**src/rtl/spi_cmd_decoder_pkg.sv**
```systemverilog
// Shared opcode/state encodings and CSR address map for spi_cmd_decoder.
// Used by the default build and by the SPI_CMD_DECODER_ERR_CNT_EN build.
package spi_cmd_pkg;

    typedef enum logic [3:0] {
        OP_NOP   = 4'h0,
        OP_CSR   = 4'h1,
        OP_START = 4'h3,
        OP_VEC   = 4'h4,
        OP_MAT   = 4'h5,
        OP_READ  = 4'h6
    } op_e;

    typedef enum logic [1:0] {
        ST_IDLE     = 2'd0,
        ST_CSR_DATA = 2'd1,
        ST_LOAD_VEC = 2'd2,
        ST_LOAD_MAT = 2'd3
    } state_e;

    localparam logic [11:0] CSR_VEC_LEN  = 12'h001;
    localparam logic [11:0] CSR_MAT_COLS = 12'h002;
    localparam logic [11:0] CSR_ERR_CLR  = 12'hFFF;
    localparam logic [11:0] CSR_ERR_CNT  = 12'hFFE;
    localparam logic [7:0]  ERR_CNT_MAX  = 8'hFF;

    function automatic op_e word_opcode(input logic [15:0] word);
        return op_e'(word[15:12]);
    endfunction

endpackage

```
**src/rtl/spi_cmd_decoder_if.sv**
```systemverilog
// Host-word input and CSR/memory/control output bundle of spi_cmd_decoder.
// err_cnt exists only when SPI_CMD_DECODER_ERR_CNT_EN is defined.
interface spi_cmd_decoder_if #(
    parameter int unsigned ADDR_W = 10
);
    logic [15:0]       in_data;
    logic              in_valid;
    logic              acc_busy;
    logic              csr_wr_en;
    logic [11:0]       csr_wr_addr;
    logic [15:0]       csr_wr_data;
    logic              mem_wr_en;
    logic [ADDR_W-1:0] mem_wr_addr;
    logic [15:0]       mem_wr_data;
    logic              start;
    logic              rd_req;
    logic              busy;
    logic              err;
`ifdef SPI_CMD_DECODER_ERR_CNT_EN
    logic [7:0]        err_cnt;
`endif

    modport master (
        output in_data, in_valid, acc_busy,
`ifdef SPI_CMD_DECODER_ERR_CNT_EN
        input  err_cnt,
`endif
        input  csr_wr_en, csr_wr_addr, csr_wr_data,
        input  mem_wr_en, mem_wr_addr, mem_wr_data,
        input  start, rd_req, busy, err
    );

    modport slave (
        input  in_data, in_valid, acc_busy,
`ifdef SPI_CMD_DECODER_ERR_CNT_EN
        output err_cnt,
`endif
        output csr_wr_en, csr_wr_addr, csr_wr_data,
        output mem_wr_en, mem_wr_addr, mem_wr_data,
        output start, rd_req, busy, err
    );
endinterface

```
**src/rtl/spi_cmd_decoder_burst_writer.sv**
```systemverilog
// Address/word counter for vector and matrix loads; emits registered mem_wr_* strobes.
module cmd_burst_writer #(
    parameter int unsigned       ADDR_W   = 10,
    parameter int unsigned       CNT_W    = 16,
    parameter logic [ADDR_W-1:0] VEC_BASE = 10'h000,
    parameter logic [ADDR_W-1:0] MAT_BASE = 10'h100
) (
    input  logic              clk,
    input  logic              rst_n,
    input  logic              load_vec,
    input  logic              load_mat,
    input  logic [CNT_W-1:0]  vec_words,
    input  logic [CNT_W-1:0]  mat_words,
    input  logic              word_wr,
    input  logic [15:0]       word_data,
    output logic              last,
    output logic              mem_wr_en,
    output logic [ADDR_W-1:0] mem_wr_addr,
    output logic [15:0]       mem_wr_data
);
    logic [ADDR_W-1:0] addr_r;
    logic [CNT_W-1:0]  cnt_r;
    logic              mem_wr_en_r;
    logic [ADDR_W-1:0] mem_wr_addr_r;
    logic [15:0]       mem_wr_data_r;

    assign last        = (cnt_r == CNT_W'(1));
    assign mem_wr_en   = mem_wr_en_r;
    assign mem_wr_addr = mem_wr_addr_r;
    assign mem_wr_data = mem_wr_data_r;

    // Burst pointer: reloaded at burst start, advanced per data word (wraps naturally).
    always_ff @(posedge clk or negedge rst_n) begin
        if (!rst_n) begin
            addr_r <= '0;
            cnt_r  <= '0;
        end else if (load_vec) begin
            addr_r <= VEC_BASE;
            cnt_r  <= vec_words;
        end else if (load_mat) begin
            addr_r <= MAT_BASE;
            cnt_r  <= mat_words;
        end else if (word_wr) begin
            addr_r <= addr_r + ADDR_W'(1);
            cnt_r  <= cnt_r - CNT_W'(1);
        end else begin
            addr_r <= addr_r;
            cnt_r  <= cnt_r;
        end
    end

    // Registered memory write port.
    always_ff @(posedge clk or negedge rst_n) begin
        if (!rst_n) begin
            mem_wr_en_r   <= 1'b0;
            mem_wr_addr_r <= '0;
            mem_wr_data_r <= 16'h0000;
        end else begin
            mem_wr_en_r <= word_wr;
            if (word_wr) begin
                mem_wr_addr_r <= addr_r;
                mem_wr_data_r <= word_data;
            end else begin
                mem_wr_addr_r <= mem_wr_addr_r;
                mem_wr_data_r <= mem_wr_data_r;
            end
        end
    end
endmodule

```
**src/rtl/spi_cmd_decoder.sv**
```systemverilog
// Host command-word decoder: CSR writes, vector/matrix bursts, start and read requests.
// Optional SPI_CMD_DECODER_ERR_CNT_EN adds a saturating error counter mirrored at CSR 0xFFE.
module spi_cmd_decoder
    import spi_cmd_pkg::*;
#(
    parameter int unsigned       ADDR_W   = 10,
    parameter int unsigned       LEN_W    = 8,
    parameter logic [ADDR_W-1:0] VEC_BASE = 10'h000,
    parameter logic [ADDR_W-1:0] MAT_BASE = 10'h100,
    parameter int unsigned       TIMEOUT  = 1024
) (
    input logic              clk,
    input logic              rst_n,
    spi_cmd_decoder_if.slave bus
);
    localparam int unsigned CNT_W = 2 * LEN_W;
    localparam int unsigned TO_W  = $clog2(TIMEOUT) + 1;

    state_e            state_r, state_next_s;
    logic [TO_W-1:0]   to_cnt_r;
    logic [LEN_W-1:0]  vec_len_r, mat_cols_r;
    logic [11:0]       csr_addr_r;
    logic              csr_wr_en_r, start_r, rd_req_r, err_r;
    logic [11:0]       csr_wr_addr_r;
    logic [15:0]       csr_wr_data_r;
    op_e               op_s;
    logic [CNT_W-1:0]  vec_words_s, mat_words_s;
    logic              timeout_s, latch_addr_s, csr_we_s, start_s, rd_s;
    logic              err_set_s, err_clr_s, load_vec_s, load_mat_s, word_wr_s, last_s;
    logic              csr_en_nxt_s;
    logic [11:0]       csr_addr_nxt_s;
    logic [15:0]       csr_data_nxt_s;

    assign op_s        = word_opcode(bus.in_data);
    assign vec_words_s = CNT_W'(vec_len_r);
    assign mat_words_s = CNT_W'(vec_len_r) * CNT_W'(mat_cols_r);
    // The abort fires on the idle cycle that would bring the counter to TIMEOUT-1.
    assign timeout_s   = (state_r != ST_IDLE) && !bus.in_valid && (to_cnt_r == TO_W'(TIMEOUT - 2));

    assign bus.busy        = (state_r != ST_IDLE);
    assign bus.csr_wr_en   = csr_wr_en_r;
    assign bus.csr_wr_addr = csr_wr_addr_r;
    assign bus.csr_wr_data = csr_wr_data_r;
    assign bus.start       = start_r;
    assign bus.rd_req      = rd_req_r;
    assign bus.err         = err_r;

    // State register and inter-word idle counter.
    always_ff @(posedge clk or negedge rst_n) begin
        if (!rst_n) begin
            state_r  <= ST_IDLE;
            to_cnt_r <= '0;
        end else begin
            state_r  <= state_next_s;
            to_cnt_r <= (state_next_s == ST_IDLE || bus.in_valid) ? '0 : to_cnt_r + TO_W'(1);
        end
    end

    // Next-state decode.
    always_comb begin
        state_next_s = state_r;
        if (timeout_s) begin
            state_next_s = ST_IDLE;
        end else if (bus.in_valid) begin
            case (state_r)
                ST_IDLE: begin
                    case (op_s)
                        OP_CSR:  state_next_s = ST_CSR_DATA;
                        OP_VEC:  state_next_s = (vec_words_s != '0) ? ST_LOAD_VEC : ST_IDLE;
                        OP_MAT:  state_next_s = (mat_words_s != '0) ? ST_LOAD_MAT : ST_IDLE;
                        default: state_next_s = ST_IDLE;
                    endcase
                end
                ST_CSR_DATA:              state_next_s = ST_IDLE;
                ST_LOAD_VEC, ST_LOAD_MAT: state_next_s = last_s ? ST_IDLE : state_r;
                default:                  state_next_s = ST_IDLE;
            endcase
        end else begin
            state_next_s = state_r;
        end
    end

    // Per-word action decode.
    always_comb begin
        latch_addr_s = 1'b0;
        csr_we_s     = 1'b0;
        start_s      = 1'b0;
        rd_s         = 1'b0;
        err_set_s    = timeout_s;
        err_clr_s    = 1'b0;
        load_vec_s   = 1'b0;
        load_mat_s   = 1'b0;
        word_wr_s    = 1'b0;
        if (bus.in_valid) begin
            case (state_r)
                ST_IDLE: begin
                    case (op_s)
                        OP_NOP:   latch_addr_s = 1'b0;
                        OP_CSR:   latch_addr_s = 1'b1;
                        OP_START: begin
                            start_s   = !bus.acc_busy;
                            err_set_s = bus.acc_busy;
                        end
                        OP_VEC:   load_vec_s = (vec_words_s != '0);
                        OP_MAT:   load_mat_s = (mat_words_s != '0);
                        OP_READ:  begin
                            rd_s      = !bus.acc_busy;
                            err_set_s = bus.acc_busy;
                        end
                        default:  err_set_s = 1'b1;
                    endcase
                end
                ST_CSR_DATA: begin
                    csr_we_s  = 1'b1;
                    err_clr_s = (csr_addr_r == CSR_ERR_CLR);
                end
                ST_LOAD_VEC, ST_LOAD_MAT: word_wr_s = 1'b1;
                default:                  word_wr_s = 1'b0;
            endcase
        end else begin
            word_wr_s = 1'b0;
        end
    end

`ifdef SPI_CMD_DECODER_ERR_CNT_EN
    logic [7:0] err_cnt_r;
    logic       err_mirror_r;

    assign bus.err_cnt = err_cnt_r;

    // Saturating error counter; a change schedules a mirror write one cycle later.
    always_ff @(posedge clk or negedge rst_n) begin
        if (!rst_n) begin
            err_cnt_r    <= 8'h00;
            err_mirror_r <= 1'b0;
        end else if (err_clr_s) begin
            err_cnt_r    <= 8'h00;
            err_mirror_r <= (err_cnt_r != 8'h00);
        end else if (err_set_s && err_cnt_r != ERR_CNT_MAX) begin
            err_cnt_r    <= err_cnt_r + 8'h01;
            err_mirror_r <= 1'b1;
        end else begin
            err_cnt_r    <= err_cnt_r;
            err_mirror_r <= 1'b0;
        end
    end
`endif

    // Next values of the CSR write port.
    always_comb begin
        csr_en_nxt_s   = 1'b0;
        csr_addr_nxt_s = csr_wr_addr_r;
        csr_data_nxt_s = csr_wr_data_r;
        if (csr_we_s) begin
            csr_en_nxt_s   = 1'b1;
            csr_addr_nxt_s = csr_addr_r;
            csr_data_nxt_s = bus.in_data;
        end
`ifdef SPI_CMD_DECODER_ERR_CNT_EN
        else if (err_mirror_r) begin
            csr_en_nxt_s   = 1'b1;
            csr_addr_nxt_s = CSR_ERR_CNT;
            csr_data_nxt_s = {8'h00, err_cnt_r};
        end
`endif
        else begin
            csr_en_nxt_s = 1'b0;
        end
    end

    // Latched CSR address and the burst-length registers.
    always_ff @(posedge clk or negedge rst_n) begin
        if (!rst_n) begin
            csr_addr_r <= 12'h000;
            vec_len_r  <= '0;
            mat_cols_r <= '0;
        end else begin
            csr_addr_r <= latch_addr_s ? bus.in_data[11:0] : csr_addr_r;
            vec_len_r  <= (csr_we_s && csr_addr_r == CSR_VEC_LEN)  ? bus.in_data[LEN_W-1:0] : vec_len_r;
            mat_cols_r <= (csr_we_s && csr_addr_r == CSR_MAT_COLS) ? bus.in_data[LEN_W-1:0] : mat_cols_r;
        end
    end

    // Registered CSR port, pulses and sticky error (clear wins over set).
    always_ff @(posedge clk or negedge rst_n) begin
        if (!rst_n) begin
            csr_wr_en_r   <= 1'b0;
            csr_wr_addr_r <= 12'h000;
            csr_wr_data_r <= 16'h0000;
            start_r       <= 1'b0;
            rd_req_r      <= 1'b0;
            err_r         <= 1'b0;
        end else begin
            csr_wr_en_r   <= csr_en_nxt_s;
            csr_wr_addr_r <= csr_addr_nxt_s;
            csr_wr_data_r <= csr_data_nxt_s;
            start_r       <= start_s;
            rd_req_r      <= rd_s;
            if (err_clr_s) begin
                err_r <= 1'b0;
            end else if (err_set_s) begin
                err_r <= 1'b1;
            end else begin
                err_r <= err_r;
            end
        end
    end

    cmd_burst_writer #(
        .ADDR_W   (ADDR_W),
        .CNT_W    (CNT_W),
        .VEC_BASE (VEC_BASE),
        .MAT_BASE (MAT_BASE)
    ) u_burst (
        .clk         (clk),
        .rst_n       (rst_n),
        .load_vec    (load_vec_s),
        .load_mat    (load_mat_s),
        .vec_words   (vec_words_s),
        .mat_words   (mat_words_s),
        .word_wr     (word_wr_s),
        .word_data   (bus.in_data),
        .last        (last_s),
        .mem_wr_en   (bus.mem_wr_en),
        .mem_wr_addr (bus.mem_wr_addr),
        .mem_wr_data (bus.mem_wr_data)
    );
endmodule

```
**src/flat_wrapper.sv**
```systemverilog
// flat-port wrapper written by rule: the top's interface ports become plain ports
module spi_cmd_decoder_flat import spi_cmd_pkg::*;
#(
    parameter int unsigned       ADDR_W   = 10,
    parameter int unsigned       LEN_W    = 8,
    parameter logic [ADDR_W-1:0] VEC_BASE = 10'h000,
    parameter logic [ADDR_W-1:0] MAT_BASE = 10'h100,
    parameter int unsigned       TIMEOUT  = 1024
)
  (clk, rst_n, bus_in_data, bus_in_valid, bus_acc_busy, bus_csr_wr_en, bus_csr_wr_addr, bus_csr_wr_data, bus_mem_wr_en, bus_mem_wr_addr, bus_mem_wr_data, bus_start, bus_rd_req, bus_busy, bus_err);
  spi_cmd_decoder_if #(.ADDR_W(ADDR_W)) bus_i ();
  input logic clk;
  input logic rst_n;
  input wire logic [$bits(bus_i.in_data)-1:0] bus_in_data;
  input wire logic [$bits(bus_i.in_valid)-1:0] bus_in_valid;
  input wire logic [$bits(bus_i.acc_busy)-1:0] bus_acc_busy;
  output wire logic [$bits(bus_i.csr_wr_en)-1:0] bus_csr_wr_en;
  output wire logic [$bits(bus_i.csr_wr_addr)-1:0] bus_csr_wr_addr;
  output wire logic [$bits(bus_i.csr_wr_data)-1:0] bus_csr_wr_data;
  output wire logic [$bits(bus_i.mem_wr_en)-1:0] bus_mem_wr_en;
  output wire logic [$bits(bus_i.mem_wr_addr)-1:0] bus_mem_wr_addr;
  output wire logic [$bits(bus_i.mem_wr_data)-1:0] bus_mem_wr_data;
  output wire logic [$bits(bus_i.start)-1:0] bus_start;
  output wire logic [$bits(bus_i.rd_req)-1:0] bus_rd_req;
  output wire logic [$bits(bus_i.busy)-1:0] bus_busy;
  output wire logic [$bits(bus_i.err)-1:0] bus_err;
  assign bus_i.in_data = bus_in_data;
  assign bus_i.in_valid = bus_in_valid;
  assign bus_i.acc_busy = bus_acc_busy;
  assign bus_csr_wr_en = bus_i.csr_wr_en;
  assign bus_csr_wr_addr = bus_i.csr_wr_addr;
  assign bus_csr_wr_data = bus_i.csr_wr_data;
  assign bus_mem_wr_en = bus_i.mem_wr_en;
  assign bus_mem_wr_addr = bus_i.mem_wr_addr;
  assign bus_mem_wr_data = bus_i.mem_wr_data;
  assign bus_start = bus_i.start;
  assign bus_rd_req = bus_i.rd_req;
  assign bus_busy = bus_i.busy;
  assign bus_err = bus_i.err;
  spi_cmd_decoder #(.ADDR_W(ADDR_W), .LEN_W(LEN_W), .VEC_BASE(VEC_BASE), .MAT_BASE(MAT_BASE), .TIMEOUT(TIMEOUT)) u_core (.clk(clk), .rst_n(rst_n), .bus(bus_i));
endmodule
```
**config.mk**
```make
export PLATFORM = sky130hd
export DESIGN_NAME = spi_cmd_decoder_flat
export DESIGN_NICKNAME = d
export VERILOG_FILES = /design/src/rtl/spi_cmd_decoder_pkg.sv /design/src/rtl/spi_cmd_decoder_if.sv /design/src/rtl/spi_cmd_decoder_burst_writer.sv /design/src/rtl/spi_cmd_decoder.sv /design/src/flat_wrapper.sv
export SDC_FILE = /design/constraint.sdc
export NUM_CORES = 1
export LEC_CHECK = 0
export ABC_AREA = 1
export BUFFER_PORTS_ARGS = -buffer_cell sky130_fd_sc_hd__clkbuf_2
export CAP_MARGIN = 20
export CORE_UTILIZATION = 39
export CTS_BUF_LIST = sky130_fd_sc_hd__clkbuf_8
export CTS_CLUSTER_DIAMETER = 120
export DETAILED_ROUTE_END_ITERATION = 8
export MAX_ROUTING_LAYER = met4
export SKIP_CTS_REPAIR_TIMING = 1
export SLEW_MARGIN = 15
export SYNTH_ARGS = -nofsm -noshare
export SYNTH_HDL_FRONTEND = slang
export SYNTH_SLANG_ARGS = --single-unit
```
**constraint.sdc**
```tcl
create_clock -name clk -period 5.7 [get_ports clk]
set_input_delay 0.855 -clock clk [delete_from_list [all_inputs] [get_ports clk]]
set_output_delay 0.855 -clock clk [all_outputs]
set_load 0.1 [all_outputs]
```
==> metrics.txt, run 1 <==
ys flop type dfrtp_1; Min Hold Slack roughly 0.33 ns; most numerous cell in the Yosys netlist nand2_1; Synth cell types 38; leakage 4.92 nW; worst-margin pin slew 0.991 ns; fin crit share 0.926; VDD IR max 0.305 mV; CP dominant cell by count nand2_1; Die Ht 145 um; synth cell count leaders 302 x nand2_1, 179 x inv_1, 126 x dfrtp_1; EDFF count, synth 0; CORE AREA 20200 um2; Routed WL per cell 13.0 um; crit path launch type flop; max-slew violations 0; Worst Setup Path Type flop to flop; Inserted Clock Buffers 17; register bit total from synthesis 126; ys async rst share 1.00; Worst-Skew Late Latency 0.44 ns; worst min path class input pin to asynchronous set/reset pin; P per Cell Area roughly 350 nW/um2; Root Driver clkbuf_8; sequential-to-total area share from yosys stat 0.393; mapped cell area 8030 um2; Fin. Hold Viols 0; final setup vio count 0; ANT cells 0; CP max FO 15; Synth warnings 0; DRT antenna net count 0; Clk pin slew, worst setup/hold paths 0.07 ns; relative slew slack 0.337; area leader, netlist dfrtp_1; CTS tree built; initial DRC count around 400; gp weighted congestion 0.846; vias in the first global route 6516; syn nets roughly 1100; total design power around 0.0032 W; Setup crit end kind flop; arrival time worst endpoint 5.60 ns; required time of the critical path 6.02 ns; First-pass DRT Iterations 6; critical path's slowest cell dfrtp_1; # H-tree levels 4; status completed; top achievable clock speed 189 MHz; Mapped Avg Cell Area 7.84 um2; RSZ-0062 raised after global routing false; Area Overhead vs Synth 12.6%; IO buf count between 70 and 80; Overflow after GRT 0; crit path time final 5.28 ns; CP cell instances nand2_1, fa_1, fa_1, fa_1, fa_1, inv_1, ha_1, nand2_1, inv_1, nand2_1, inv_1, nand2_1, nand2_1, nand2_1, nand2_1, nand3_1, nor2_1, nand2_2, nand3_4, nand2_4, nor2_4, inv_2, nand3_1, nand3_1; fraction of layout cells with a size suffix above 1 0.126; dpl hpwl 13.2 mm; num ports 80; Cells after Synth 1024; Synth top area share 0.393; FILL cells approximately 2000; DRC 0; nets@finish 1188; via/cell ratio about 4.7; initial antenna violation count 0; Max Cap Viol 0; largest net degree at the start of global routing 66; Die W 145 um; total number of vias 6489; first-pass GRT wire length 31.1 mm; setup TNS 0 ns; Area after DPL 8640 um2; clk sinks between 100 and 150; Initial Utilization 0.397; Rows 52; die footprint 21200 um2; Total Wirelength 17.8 mm; total track usage 0.186; top cells by area, synth dfrtp_1 39%, nand2_1 14%, fa_1 9.0%; worst clock skew 0.0175 ns; clock buffer depth 2; final std cell area, no fill around 9000 um2; slowest cell delay on critical path 0.59 ns
final cells by class:
cell class              instances  area (um2)  share of cell area
clock inverters                12         111              0.0123
clock buffers                  19         262              0.0289
flip-flops and latches        126        3150               0.349
multi-input cells             676        4030               0.446
inverters                     183         687              0.0760
well taps                     270         338              0.0374
repair buffers                 87         458              0.0507
cell families (layout without fill, tap and decap cells):
group	count (synthesis)	after routing	share of synthesized area
adder cells (fa/ha/maj)	77	77	0.154
flip-flops	126	126	0.393
AO/OA/AOI/OAI	118	118	0.0800
XOR/XNOR	26	26	0.0284
AND/OR/NAND/NOR	455	455	0.239
buffers and inverters	222	301	0.106
cells in the final DEF, fill, tap and decap left out, drive strengths merged, types with 9 or more instances in the layout:
master / synthesis / routed
nand2: 305 / 305
dfrtp: 126 / 126
fa: 36 / 36
xnor2: 9 / 9
clkbuf: 24 / 97
nor3: 9 / 9
o21ai: 95 / 95
buf: 15 / 9
inv: 182 / 184
nor2: 65 / 65
nand3: 41 / 41
nand4: 19 / 19
xor2: 17 / 17
ha: 41 / 41
final timing paths:
| path | startpoint | end | slack, ns | cells after the start |
|---|---|---|---|---|
| min in group clk | u_core.u_burst.mem_wr_addr[9] | u_core.u_burst.mem_wr_addr[9] | 0.48 | 2 |
| worst max register to register | u_core.vec_len_r[1] | u_core.u_burst.cnt_r[7] | 0.42 | 24 |
| worst max-delay path | u_core.vec_len_r[1] | u_core.u_burst.cnt_r[7] | 0.42 | 24 |
| worst min register to register | u_core.u_burst.mem_wr_addr[9] | u_core.u_burst.mem_wr_addr[9] | 0.48 | 2 |
| max in group asynchronous | rst_n | u_core.u_burst.mem_wr_data[1] | 4.20 | 2 |
| worst min-delay path | rst_n | u_core.u_burst.cnt_r[11] | 0.33 | 1 |
flip-flops by register name, indices dropped and copies added, names as in the netlist:
register                    count
u_core.bus.csr_wr_addr         12
u_core.bus.csr_wr_data         16
u_core.bus.csr_wr_en            1
u_core.bus.err                  1
u_core.bus.rd_req               1
u_core.bus.start                1
u_core.csr_addr_r              12
u_core.mat_cols_r               8
u_core.state_r                  2
u_core.to_cnt_r                11
u_core.u_burst.addr_r          10
u_core.u_burst.cnt_r           16
u_core.u_burst.mem_wr_addr     10
u_core.u_burst.mem_wr_data     16
u_core.u_burst.mem_wr_en        1
u_core.vec_len_r                8
power by group:
group,switching (W),total [W],internal [W]
Combinational,0.000980,0.00126,0.000276
Sequential,0.000137,0.00121,0.00107
Clock,0.000368,0.000735,0.000367
through the flow:
stage	std cells	setup WS (ns)	util
after detailed placement	1339	0.349	0.427
final	1373	0.420	0.447
after floorplan	1024	1.12	-
after global routing	1373	0.000763	0.447
after CTS	1370	0.347	0.445
after global placement	1339	0.479	0.427
critical path: cells and delay by family, from the launching register on:
kind | cells | cell delay, ns
fa+ha+maj | 5 | 2.42
buf+inv | 4 | 0.38
flops | 1 | 0.59
simple gates | 15 | 1.76
layer usage:
metal / vias up / GRT usage / wire length (um)
met5: - / - / 0
met4: 0 / 0.0616 / 283
met3: 21 / 0.0420 / 774
met2: 135 / 0.284 / 7940
met1: 3036 / 0.245 / 8840
li1: 3297 / - / -
Power figures use the tool's default switching activity.
==> run 2, diff against run 1 <==
PLACE_DENSITY = 0.65   (was not set)
==> metrics.txt, run 2 (same netlist as run 1, synthesis figures left out) <==
status completed; Sw Share 0.463; critical path's slowest cell dfrtp_1; register share of total power 0.373; largest net degree at the start of global routing 66; num ports 80; slowest cell delay on critical path approximately 0.57 ns; RSZ-0062 raised after global routing false; fin cells 1369; crit path launch type flop; leakage 4.90 nW; first-pass GRT wire length 30.6 mm; post-placement cell count 1337; worst-margin pin slew between 0.8 and 0.9 ns; startpoint of the lowest-slack hold path u_core.u_burst.mem_wr_addr[9]; fin crit share 0.919; arrival time worst endpoint between 5 and 6 ns; reg2reg end u_core.u_burst.cnt_r[7]; DRC 0; Inserted Clock Buffers 17; P per Cell Area approximately 360 nW/um2; final setup vio count 0; cell depth of the worst flop-to-flop path 24; crit path time final 5.24 ns; CP delay by family, top adder cells; CTS tree built; Power Internal around 0.0017 W; max-slew violations 0; Total Wirelength 17.5 mm; Area Overhead vs Synth 12.5%; Clk pin slew, worst setup/hold paths 0.08 ns; Rows 52; top sig layer met4; Die W about 150 um; Bufs and invs on worst path 3; nets@finish 1183; Max Cap Viol 0; relative slew slack 0.462; P_sw 0.00150 W; worst min path class flop to flop; fraction of layout cells with a size suffix above 1 0.126; IO buf count 79; Worst Setup Path Type flop to flop; Fin. Hold Viols 0; setup TNS 0 ns; top achievable clock speed 191 MHz; Overflow after GRT 0; capture point of the worst path u_core.u_burst.cnt_r[7]; via/cell ratio ~4.8; CP cell instances nand2_1, fa_1, fa_1, fa_1, fa_1, inv_1, ha_1, nand2_1, inv_1, nand2_1, nor2_1, nand2_1, nand3_1, nand2_1, nand2_1, nand2_1, nor2_1, nand2_2, nand3_4, nand2_4, nor2_4, inv_2, nand3_1, nand3_1; worst clock skew 0.0133 ns; Routed WL per cell 12.8 um; First-pass DRT Iterations 5; beginning of the critical path u_core.vec_len_r[5]; total track usage 0.181; most common cell after layout, fill and taps aside nand2_1; met3 wire len 739 um; Worst R2R Start u_core.vec_len_r[5]; CP max FO 15; initial antenna violation count 0; # H-tree levels 4; Root Driver clkbuf_8; Worst-Skew Late Latency 0.45 ns; initial DRC count 416; vias in the first global route about 6400; die footprint 21200 um2; total number of vias 6541; clk sinks ~130; CORE AREA 20200 um2; wl on met1 8.48 mm; gp weighted congestion between 0.8 and 0.9; Die Ht 145 um; ANT cells 0; R2R setup slack about 0.46 ns; Initial Utilization 0.397; required time of the critical path 6.03 ns; DRT antenna net count 0; commonest non-fill, non-tap cells in the layout 301 x nand2_1, 180 x inv_1, 121 x dfrtp_1; VDD IR max 0.265 mV; dpl hpwl 13.2 mm; CP dominant cell by count nand2_1; CP Depth 24; total length of routed met2 wires 8.06 mm; clock share of power 0.241; Logic pwr share 0.386; clock buffer depth 2; Setup crit end kind flop
run 2: stage by stage:
step           hold slack [ns]  area, um2  total power, W  setup slack (ns)  utilization
3_5_place_dp             0.470       8620         0.00247             0.379        0.426
2_1_floorplan            0.453       8030         0.00223              1.12            -
3_3_place_gp             0.466       8620         0.00246             0.514        0.426
5_1_grt                  0.517       9030         0.00342           0.00399        0.446
6_report                 0.483       9030         0.00323             0.462        0.446
4_1_cts                  0.491       9020         0.00326             0.382        0.446
run 2: power groups by stage:
| stage | Sequential [W] | Clock [W] | Combinational [W] |
|---|---|---|---|
| after floorplan | 0.00175 | 0 | 0.000487 |
| after global placement | 0.00122 | 0 | 0.00124 |
| after detailed placement | 0.00122 | 0 | 0.00125 |
| after CTS | 0.00121 | 0.000799 | 0.00125 |
| after global routing | 0.00123 | 0.000836 | 0.00135 |
| final | 0.00121 | 0.000779 | 0.00125 |
run 2: worst register-to-register path, stage by stage (launching register included):
cell	delay (ns)
dfrtp_1	0.57
nand2_1	0.14
fa_1	0.55
fa_1	0.45
fa_1	0.52
fa_1	0.54
inv_1	0.04
ha_1	0.35
nand2_1	0.09
inv_1	0.11
nand2_1	0.09
nor2_1	0.10
nand2_1	0.08
nand3_1	0.07
nand2_1	0.05
nand2_1	0.08
nand2_1	0.07
nor2_1	0.11
nand2_2	0.12
nand3_4	0.18
nand2_4	0.17
nor2_4	0.27
inv_2	0.19
nand3_1	0.13
nand3_1	0.07
run 2: cell type report:
| cell class | instances | area (um2) |
|---|---|---|
| clock buffers | 17 | 234 |
| inverters | 183 | 687 |
| well taps | 270 | 338 |
| clock inverters | 15 | 161 |
| fillers | 2019 | 11200 |
| flip-flops and latches | 126 | 3160 |
| multi-input cells | 676 | 4030 |
| repair buffers | 82 | 420 |
run 2: metal layers:
metal | GRT usage | vias up
li1 | - | 3291
met1 | 0.237 | 3102
met2 | 0.288 | 131
met3 | 0.0345 | 17
met4 | 0.0511 | 0
met5 | - | -
run 2: worst min-delay path by stage:
| stage | end | slack, ns | depth (start not counted) |
|---|---|---|---|
| 6_report | u_core.u_burst.mem_wr_addr[9] | 0.48 | 2 |
| 5_1_grt | u_core.u_burst.mem_wr_data[6] | 0.52 | 2 |
| 4_1_cts | u_core.u_burst.mem_wr_data[1] | 0.49 | 2 |
| 3_5_place_dp | u_core.bus.csr_wr_addr[1] | 0.47 | 2 |
| 3_3_place_gp | u_core.bus.csr_wr_addr[1] | 0.47 | 2 |
| 2_1_floorplan | u_core.csr_addr_r[11] | 0.45 | 2 |
==> run 3, diff against run 2 <==
CORE_ASPECT_RATIO = 0.9   (was not set)
GPL_TIMING_DRIVEN = 0   (was not set)
==> metrics.txt, run 3 (same netlist as run 1, synthesis figures left out) <==
Total Wirelength 18.7 mm; CTS tree built; Die Ht 138 um; Clk pin slew, worst setup/hold paths approximately 0.070 ns; R2R setup slack 0.46 ns; dpl hpwl 14.2 mm; DRT antenna net count 0; Power Internal 0.00171 W; cell depth of the worst flop-to-flop path 22; fraction of layout cells with a size suffix above 1 0.119; total track usage 0.199; die footprint between 20000 and 25000 um2; CP max FO 10; Inserted Clock Buffers 17; num ports 80; most common cell after layout, fill and taps aside nand2_1; # H-tree levels 4; via/cell ratio 4.82; relative slew slack 0.588; post-layout util 0.456; crit path time final 5.24 ns; clock share of power 0.224; P_sw 0.00148 W; gp weighted congestion roughly 0.86; worst-margin pin slew 0.618 ns; register share of total power 0.376; total number of vias ~6700; nets@finish 1220; Min Hold Slack 0.329 ns; Max Cap Viol 0; Overflow after GRT 0; First-pass DRT Iterations 5; initial DRC count 363; setup TNS 0 ns; Setup crit end kind flop; final setup vio count 0; Logic pwr share 0.399; largest net degree at the start of global routing 83; max-slew violations 0; CORE AREA 20000 um2; required time of the critical path 6.02 ns; RSZ-0062 raised after global routing false; fin crit share 0.919; commonest non-fill, non-tap cells in the layout 302 x nand2_1, 182 x inv_1, 126 x dfrtp_1; Worst Setup Path Type flop to flop; Routed WL per cell 13.4 um; Worst-Skew Late Latency 0.46 ns; Rows 49; top achievable clock speed 191 MHz; ANT cells 0; Initial Utilization 0.400; leakage 4.98 nW; Sw Share 0.464; Area Overhead vs Synth 13.9%; Fin. Hold Viols 0; crit path launch type flop; worst min path class input pin to asynchronous set/reset pin; total design power 0.00320 W; status completed; clock buffer depth 2; worst clock skew 0.0163 ns; P per Cell Area 350 nW/um2; DRC 0; clk sinks 126; initial antenna violation count 0; Root Driver clkbuf_8; VDD IR max 0.291 mV; FILL cells 1989; first-pass GRT wire length roughly 33 mm; arrival time worst endpoint around 5.6 ns; IO buf count 79; vias in the first global route roughly 7000; Die W 153 um
## run 3: cell count changes in the layout (fill, tap and decap cells not counted), moves of 5 or more
| cell | previous run | this run |
|---|---|---|
| buf_1 | 0 | 7 |
| buf_2 | 0 | 5 |
| dfrtp_2 | 5 | 0 |
| inv_6 | 5 | 0 |
| clkbuf_1 | 0 | 24 |
| dfrtp_1 | 121 | 126 |
## run 3: area by class of cell
type,instances,area (um2),share of cell area
timing repair buffer,80,432,0.0472
tap,255,319,0.0349
clock buffer,19,262,0.0286
sequential,126,3150,0.345
multi-input combinational,676,4020,0.440
clock inverter,12,100,0.0110
inverter,183,687,0.0752
buffer,39,168,0.0183
## run 3: layer usage
layer / track usage / part of all wire / up-vias / routed length, um
li1: - / - / 3362 / -
met1: 0.261 / 0.48 / 3173 / 9020
met2: 0.312 / 0.46 / 143 / 8510
met3: 0.0442 / 0.050 / 18 / 938
met4: 0.0500 / 0.011 / 0 / 212
met5: - / 0 / - / 0
## run 3: path summary, 6_finish.rpt
check	start	end
worst min-delay path	rst_n	u_core.to_cnt_r[4]
worst max-delay path	u_core.vec_len_r[5]	u_core.u_burst.cnt_r[0]
worst max register to register	u_core.vec_len_r[5]	u_core.u_burst.cnt_r[0]
max in group asynchronous	rst_n	u_core.csr_addr_r[1]
min in group clk	u_core.u_burst.mem_wr_addr[0]	u_core.u_burst.mem_wr_addr[0]
worst min register to register	u_core.u_burst.mem_wr_addr[0]	u_core.u_burst.mem_wr_addr[0]
## run 3: power groups by stage
stage / Combinational [W] / Sequential [W] / Clock [W]
after floorplan: 0.000487 / 0.00175 / 0
after global placement: 0.00126 / 0.00122 / 0
after detailed placement: 0.00128 / 0.00122 / 0
after CTS: 0.00128 / 0.00120 / 0.000735
after global routing: 0.00139 / 0.00123 / 0.000773
final: 0.00128 / 0.00120 / 0.000717
## run 3: worst max-delay path: stages, from the launching register on
cell and delay [ns]:
dfrtp_1 0.35, clkbuf_1 0.49, nand2_1 0.17, fa_1 0.58, fa_1 0.44, fa_1 0.55, inv_1 0.05, fa_1 0.48
ha_1 0.38, nand2_1 0.11, nor2_1 0.14, nand3_1 0.12, nand3_1 0.10, nand2_1 0.05, nand2_1 0.09, nand2_1 0.05
nor2_1 0.13, nand2_2 0.12, nand3_4 0.13, inv_2 0.08, buf_2 0.19, o211ai_1 0.21, o211ai_2 0.11
## run 3: per-stage QoR
step | area, um2 | worst slack, ns | cells
after global placement | 8740 | 0.481 | 1358
after global routing | 9140 | 0.0499 | 1390
after floorplan | 8030 | 1.12 | 1024
after CTS | 9140 | 0.439 | 1390
final | 9140 | 0.459 | 1390
after detailed placement | 8780 | 0.424 | 1359
